`src/rtl/instr_fetch_unit.sv`:
```
// Instruction fetch unit: FETCH/EXEC/HALT sequencer owning the PC and the
// held instruction word presented to the decoder.
module instr_fetch_unit #(
    parameter logic [31:0] RESET_PC = 32'h0000_0000
) (
    input  logic        clk,
    input  logic        rst,
    output logic        imem_req,
    output logic [31:0] imem_addr,
    input  logic        imem_ack,
    input  logic [31:0] imem_rdata,
    output logic [31:0] instr,
    output logic [5:0]  opcode,
    output logic        instr_valid,
    output logic [31:0] pc,
    input  logic [1:0]  pc_src,
    input  logic        pc_enable,
    input  logic        stall,
    input  logic        branch_cond,
    input  logic [31:0] branch_target,
    input  logic [31:0] jump_target,
    input  logic [31:0] reg_target,
    output logic        halted
);

    typedef enum logic [1:0] {
        FETCH,
        EXEC,
        HALT
    } state_t;

    state_t      state;
    state_t      state_next;
    logic [31:0] pc_plus4;
    logic [31:0] next_pc;
    logic        pc_load;
    logic        instr_load;

    always_ff @(posedge clk) begin
        if (rst) begin
            state <= FETCH;
        end else begin
            state <= state_next;
        end
    end

    // Status outputs are masked by rst so nothing is requested or
    // reported while reset is held, regardless of the registered state.
    always_comb begin
        state_next  = state;
        imem_req    = 1'b0;
        instr_valid = 1'b0;
        halted      = 1'b0;
        pc_load     = 1'b0;
        instr_load  = 1'b0;
        unique case (state)
            FETCH: begin
                imem_req   = !rst;
                instr_load = imem_ack;
                if (imem_ack) begin
                    state_next = EXEC;
                end
            end
            EXEC: begin
                instr_valid = !rst;
                if (!stall) begin
                    if (pc_enable) begin
                        pc_load    = 1'b1;
                        state_next = FETCH;
                    end else begin
                        state_next = HALT;
                    end
                end
            end
            HALT: begin
                halted = !rst;
            end
            default: begin
                state_next = FETCH;
            end
        endcase
    end

    always_comb begin
        pc_plus4 = pc + 32'd4;
        next_pc  = pc_plus4;
        unique case (pc_src)
            2'b00: next_pc = pc_plus4;
            2'b01: next_pc = branch_cond ? branch_target : pc_plus4;
            2'b10: next_pc = jump_target;
            2'b11: next_pc = reg_target;
            default: next_pc = pc_plus4;
        endcase
    end

    always_ff @(posedge clk) begin
        if (rst) begin
            pc    <= RESET_PC & ~32'd3;
            instr <= 32'd0;
        end else begin
            if (instr_load) begin
                instr <= imem_rdata;
            end
            if (pc_load) begin
                pc <= next_pc & ~32'd3;
            end
        end
    end

    assign imem_addr = pc;
    assign opcode    = instr[31:26];

endmodule
```
`config.mk`:
```
export PLATFORM = sky130hd
export DESIGN_NAME = instr_fetch_unit
export DESIGN_NICKNAME = d
export VERILOG_FILES = /design/src/rtl/instr_fetch_unit.sv
export SDC_FILE = /design/constraint.sdc
export NUM_CORES = 1
export LEC_CHECK = 0
export CAP_MARGIN = 10
export CORE_MARGIN = 3
export CORE_UTILIZATION = 36
export DETAILED_ROUTE_END_ITERATION = 10
export MAX_ROUTING_LAYER = met4
export PLACE_DENSITY = 0.79
export SETUP_SLACK_MARGIN = 0.05
export SLEW_MARGIN = 10
export SYNTH_ARGS = -nofsm -noshare
export SYNTH_HDL_FRONTEND = slang
export SYNTH_SLANG_ARGS = --single-unit
```
`constraint.sdc`:
```
create_clock -name clk -period 1.8 [get_ports clk]
set_clock_uncertainty 0.05 [all_clocks]
set_input_delay 0.36 -clock clk [delete_from_list [all_inputs] [get_ports clk]]
set_output_delay 0.36 -clock clk [all_outputs]
set_load 0.01 [all_outputs]
```
[Yosys cells after proc, flatten, opt, wreduce, memory -nomap -nowiden]
Cells that the tools add are included.
Storage, ports and cells
  register bits: 64
  input port bits: 136
  logic and storage cells: 29
Operators by class
  add/subtract/negate cells: 1
  equality and inequality tests: 7
  muxes and demuxes: 13
  bitwise logic cells: 1
  reductions and logical operators: 4
Operators with widths (number)
  $pmux 32 s4: 1
  $add 32x3->32 const B: 1
  $mux 32: 1
  $mux 1: 7
  $eq 2x2->1 const B: 3
  $mux 2: 3
  $pmux 2 s3: 1
  $eq 2x1->1 const B: 2
  $logic_not 2->1: 2
  $ne 2x2->1 const B: 2
  $reduce_and 3->1: 1
  $logic_not 1->1: 1
  $not 1->1: 1

[Depth between registers and ports, before layout]
  depth after elaboration: 3
  gate-level depth with buffers: 8
  depth with buffers taken out: 6

[Worst setup path before layout]
No wires, ideal clock.
  path kind: reg-to-reg
  start: register pc[2] (netlist: imem_addr[2])
  end: register pc[22] (netlist: imem_addr[22])
  setup time: 0.091 ns
  arrival time: 1.770 ns
  required time: 1.659 ns
  slack: -0.111 ns
  cell stages (with the launch flop): 7
  path buffers: 0
  cell sequence: dfxtp_1 ha_1 and3_1 nand3_4 nand2b_4 or3_1 a311oi_1
Between the ends
  cells in the longest elaborated chain, start to end: 3
Ends and longest elaborated chain
  from (decl): line 15  | output logic [31:0] pc,
  from (signal assigned): line 98  | pc <= RESET_PC & ~32'd3;
  from (signal assigned): line 105  | pc <= next_pc & ~32'd3;
  $add 32x3->32 (*): line 85  | pc_plus4 = pc + 32'd4;
  $mux 32: line 89  | 2'b01: next_pc = branch_cond ? branch_target : pc_plus4;
  $pmux 32 s4 (*): line 87  | unique case (pc_src)
Every way passes the cells marked *; elsewhere a longest branch is shown, timed or not.
A chain may end at the register's enable or synchronous reset.

[Final worst setup path]
  start: register pc[18] (netlist: imem_addr[18])
  end: register pc[25] (netlist: imem_addr[25])
Same word-level chain as after synthesis.

==> impl_metrics.sql <==
INSERT INTO impl_metrics (metric_group, metric, value, unit) VALUES
('synthesis', 'synth_largest_area_cell', 'dfxtp_1', ''),
('finish', 'fin_util', '66.13', '%'),
('finish', 'area_growth', '75.87', '%'),
('hold_path', 'worst_hold_path_type', 'flip-flop to flip-flop', ''),
('cts', 'cts.reportedPaths.clkPinSlew', '0.06', 'ns'),
('synthesis', 'async_flop_share', '0', '%'),
('cts', 'tritoncts', 'built', ''),
('synthesis', 'synth_enable_flop_cells', '0', ''),
('sta', 'timing_max_transition_violations_final', '0', ''),
('cts', 'cts_num_sinks', '64', ''),
('synthesis', 'synth_area_leaders', 'dfxtp_1, a21oi_1, nand2_1', ''),
('setup_path', 'rr_worst_depth', '5', ''),
('pwr', 'peakVddDrop', '0.3935', 'mV'),
('outcome', 'run_status', 'finished, final reports clean', ''),
('global_routing', 'total_global_route_track_usage', '26.44', '%'),
('synthesis', 'synth_area', '4367', 'um^2'),
('die', 'die_w', '116.1', 'um'),
('drt', 'ant_nets', '0', ''),
('global_routing', 'grt_antenna_before_repair', '0', ''),
('sta', 'period_share', '97.53', '%'),
('sta', 'max_freq', '569.6', 'MHz'),
('global_routing', 'grt.overflow.total', '0', ''),
('setup_path', 'worst-setup-path-type', 'flip-flop to flip-flop', ''),
('finish', 'nNetsFinal', '992', ''),
('cts', 'htree_num_levels', '3', ''),
('drt', 'post-route-drc-count', '0', ''),
('die', 'floorplan.initialDensity', '37.60', '%'),
('run', 'cap_viol_max_count', '0', ''),
('placement', 'hpwlAfterDp', '14260', 'um'),
('synthesis', 'yosys_warnings', '0', ''),
('cts', 'clock_insertion_delay_worst_skew', '0.33', 'ns'),
('hold_path', 'min_path_cells', '2', ''),
('sta', 'report.final.hold_viol_count', '0', ''),
('pwr', 'leakage', '3.229', 'nW'),
('die', 'core_region_area', '11610', 'um^2'),
('die', 'floorplan.die_area', '13490', 'um^2'),
('cts', 'cts_buffer_depth', '2', ''),
('setup_path', 'worst_r2r_endpoint', 'imem_addr[25]$_SDFFE_PP0P_', ''),
('setup_path', 'ff2ff_setup_slack', '0.04', 'ns'),
('global_routing', 'wire_length_of_the_first_global_routing_pass', '27320', 'um'),
('sta', 'final.min_clock_period', '1.756', 'ns'),
('synthesis', 'synthDominantCellAreaShare', '29.34', '%'),
('cts', 'count_of_hold_fix_buffers_inserted_at_cts', '0', ''),
('drt', 'detail_route.wirelength', '18230', 'um'),
('sta', 'grt_setup_unrepaired', 'true', ''),
('die', 'ioPinCount', '241', ''),
('setup_path', 'path_max_fanout', '4', ''),
('finish', 'insertedDiodeCount', '0', ''),
('sta', 'final_number_of_setup_violating_endpoints', '0', ''),
('cts', 'cts_root_buffer', 'clkbuf_16', ''),
('finish', 'sequential_cell_area', '1319', 'um^2'),
('placement', 'port_buffers', '230', ''),
('setup_path', 'cp-start-kind', 'flip-flop', ''),
('setup_path', 'endpoint_kind', 'flip-flop', ''),
('setup_path', 'critPathArrivalTime', '1.92', 'ns'),
('drt', 'avgRoutedWirePerCell', '18.17', 'um'),
('die', 'die_h', '116.1', 'um'),
('finish', 'share_of_cells_above_drive_strength_1', '21.74', '%'),
('synthesis', 'synth.distinct_cells', '67', ''),
('pwr', 'power.density_cell_area', '570.3', 'nW/um^2'),
('finish', 'fillers', '959', ''),
('synthesis', 'synth_seq_area_share', '29.34', '%'),
('drt', 'initialDrtViolationCount', '634', ''),
('finish', 'multi_input_area', '2719', 'um^2'),
('global_routing', 'via_count_of_the_first_global_routing_pass', '5276', ''),
('cts', 'cts-buffers-inserted', '9', ''),
('synthesis', 'gate_count_of_the_mapped_netlist', '592', ''),
('placement', 'number_of_placed_cells_counting_well_taps', '976', ''),
('setup_path', 'critical_path_required', '1.96', 'ns'),
('synthesis', 'syn_area_per_cell', '7.376', 'um^2'),
('hold_path', 'hp-start', 'instr[14]$_SDFFE_PP0P_', ''),
('drt', 'drtPass1Iterations', '7', ''),
('finish', 'instances_no_fill', '1003', ''),
('hold_path', 'holdPathEnd', 'instr[14]$_SDFFE_PP0P_', ''),
('die', 'placementRows', '39', ''),
('synthesis', 'postSynth.topFlopCell', 'dfxtp_1', ''),
('synthesis', 'postSynthRegisterBits', '64', ''),
('drt', 'post_drt_via_cell_ratio', '5.646', ''),
('global_routing', 'grt_max_degree', '34', ''),
('setup_path', 'crit-reg2reg-launch', 'imem_addr[18]$_SDFFE_PP0P_', ''),
('placement', 'place_congestion', '0.9648', ''),
('drt', 'route.vias.total', '5663', '');
metal layers:
layer	vias to the layer above	track usage, %	part of all wire, %
met5	-	-	0
met4	0	8.507	2.3
met3	31	4.508	9.7
met2	360	41.62	45
met1	2596	34.70	43
li1	2676	-	-
sequential cells by signal, indices dropped and copies added, names as in the netlist:
signal,flops
state,2
imem_addr,30
instr,32
worst max-delay path, stage by stage, from the launching register on:
cell,delay (ns)
dfxtp_2,0.37
and3_1,0.23
nand3_2,0.16
or4_1,0.59
a21oi_2,0.17
nor3_1,0.06
kinds of logic (layout without fill, tap and decap cells):
| kind of cell | Yosys count | in the layout | synth area share [%] |
|---|---|---|---|
| and+or+nand+nor | 209 | 209 | 24.64 |
| other | 1 | 4 | 0.08588 |
| adders and majority gates | 1 | 1 | 0.2865 |
| buffers and inverters | 98 | 363 | 12.52 |
| muxes | 2 | 2 | 0.4585 |
| AOI/OAI and AO/OA | 217 | 217 | 32.67 |
| DFF | 64 | 64 | 29.34 |
power by group:
part | leakage (nW) | internal, mW | switching, mW
Combinational | 2.56 | 0.649 | 0.496
Sequential | 0.533 | 1.48 | 0.0527
Clock | 0.138 | 1.06 | 0.637
synthesized netlist by cell type, types with 2 or more instances:
cell type,number
nor4_1,5
a221oi_1,3
clkbuf_1,30
nor4b_1,2
a22o_1,31
o21ai_0,32
or4_1,4
buf_4,42
and4_1,4
a31oi_1,8
nor2_1,23
a21o_1,5
o211ai_1,6
nor2b_1,5
nor3_1,11
and3_1,10
o2bb2ai_1,4
a311oi_1,3
o21ai_1,5
buf_1,7
a41oi_1,2
nor3b_1,2
and2_1,2
nand2b_1,3
nand4b_1,3
o221a_2,3
o22ai_1,12
a21oi_1,70
inv_1,5
nand3_1,18
o211a_1,2
a32o_1,2
nand4bb_1,2
dfxtp_1,64
mux2i_1,2
a211o_1,3
nand4_1,11
buf_2,11
a211oi_1,6
a22oi_1,12
nand2_1,91
metrics by stage:
| stage | power [mW] | cell area (um^2) | hold slack [ns] | TNS, ns | setup WS (ns) |
|---|---|---|---|---|---|
| finish | 4.380 | 7680 | 0.4016 | 0 | 0.04441 |
| detailed placement | 2.701 | 7184 | 0.4001 | -10.47 | -0.4339 |
| CTS | 4.391 | 7492 | 0.4074 | 0 | 0.04595 |
| global placement | 2.682 | 7184 | 0.3913 | -9.088 | -0.4074 |
| floorplan | 2.022 | 4403 | 0.4186 | 0 | 0.05067 |
| global route | 4.569 | 7680 | 0.4200 | -0.02522 | -0.01368 |
cell type report:
cell class              count  area share (%)
well taps                 143           2.330
repair buffers            340           40.99
clock buffers              10           2.981
inverters                   7          0.3421
multi-input cells         433           35.40
flip-flops and latches     64           17.17
clock inverters             6          0.7820
cell usage in the layout, fill, tap and decap left out, types with 4 or more instances in the layout:
cell and count:
a21o_1 5, a21oi_1 67, nand4_1 11, nor2_1 22, dfxtp_4 5, dfxtp_1 44, nand2_1 91, buf_12 6
nor3_1 7, nor4_1 4, clkbuf_16 9, a211oi_1 5, clkdlybuf4s50_1 167, buf_6 7, nor3_2 4, a22oi_1 12
a22o_1 31, conb_1 4, a31oi_1 8, o22ai_1 12, o2bb2ai_1 4, o211ai_1 6, o21ai_0 31, nand3_1 16
buf_4 97, inv_1 5, dlygate4sd2_1 55, and3_1 7, dfxtp_2 15, o21ai_1 6
worst max-delay path by stage:
stage	startpoint	endpoint	slack (ns)
after floorplan	imem_addr[12]$_SDFFE_PP0P_	imem_addr[25]$_SDFFE_PP0P_	0.05
after CTS	state[0]$_SDFFE_PP0P_	halted	0.05
after global placement	branch_cond	imem_addr[23]$_SDFFE_PP0P_	-0.41
after global routing	imem_addr[19]$_SDFFE_PP0P_	imem_addr[20]$_SDFFE_PP0P_	-0.01
after detailed placement	pc_enable	imem_addr[30]$_SDFFE_PP0P_	-0.43
final	imem_addr[18]$_SDFFE_PP0P_	imem_addr[25]$_SDFFE_PP0P_	0.04
what timing repair did:
action,4_1_cts,5_1_grt
gates resized for setup,79,39
pin swaps,1,15
setup buffers,1,10
setup endpoints to repair,85,21
endpoints found under the hold margin,0,0
No activity file was read; power rests on OpenSTA's default activity.
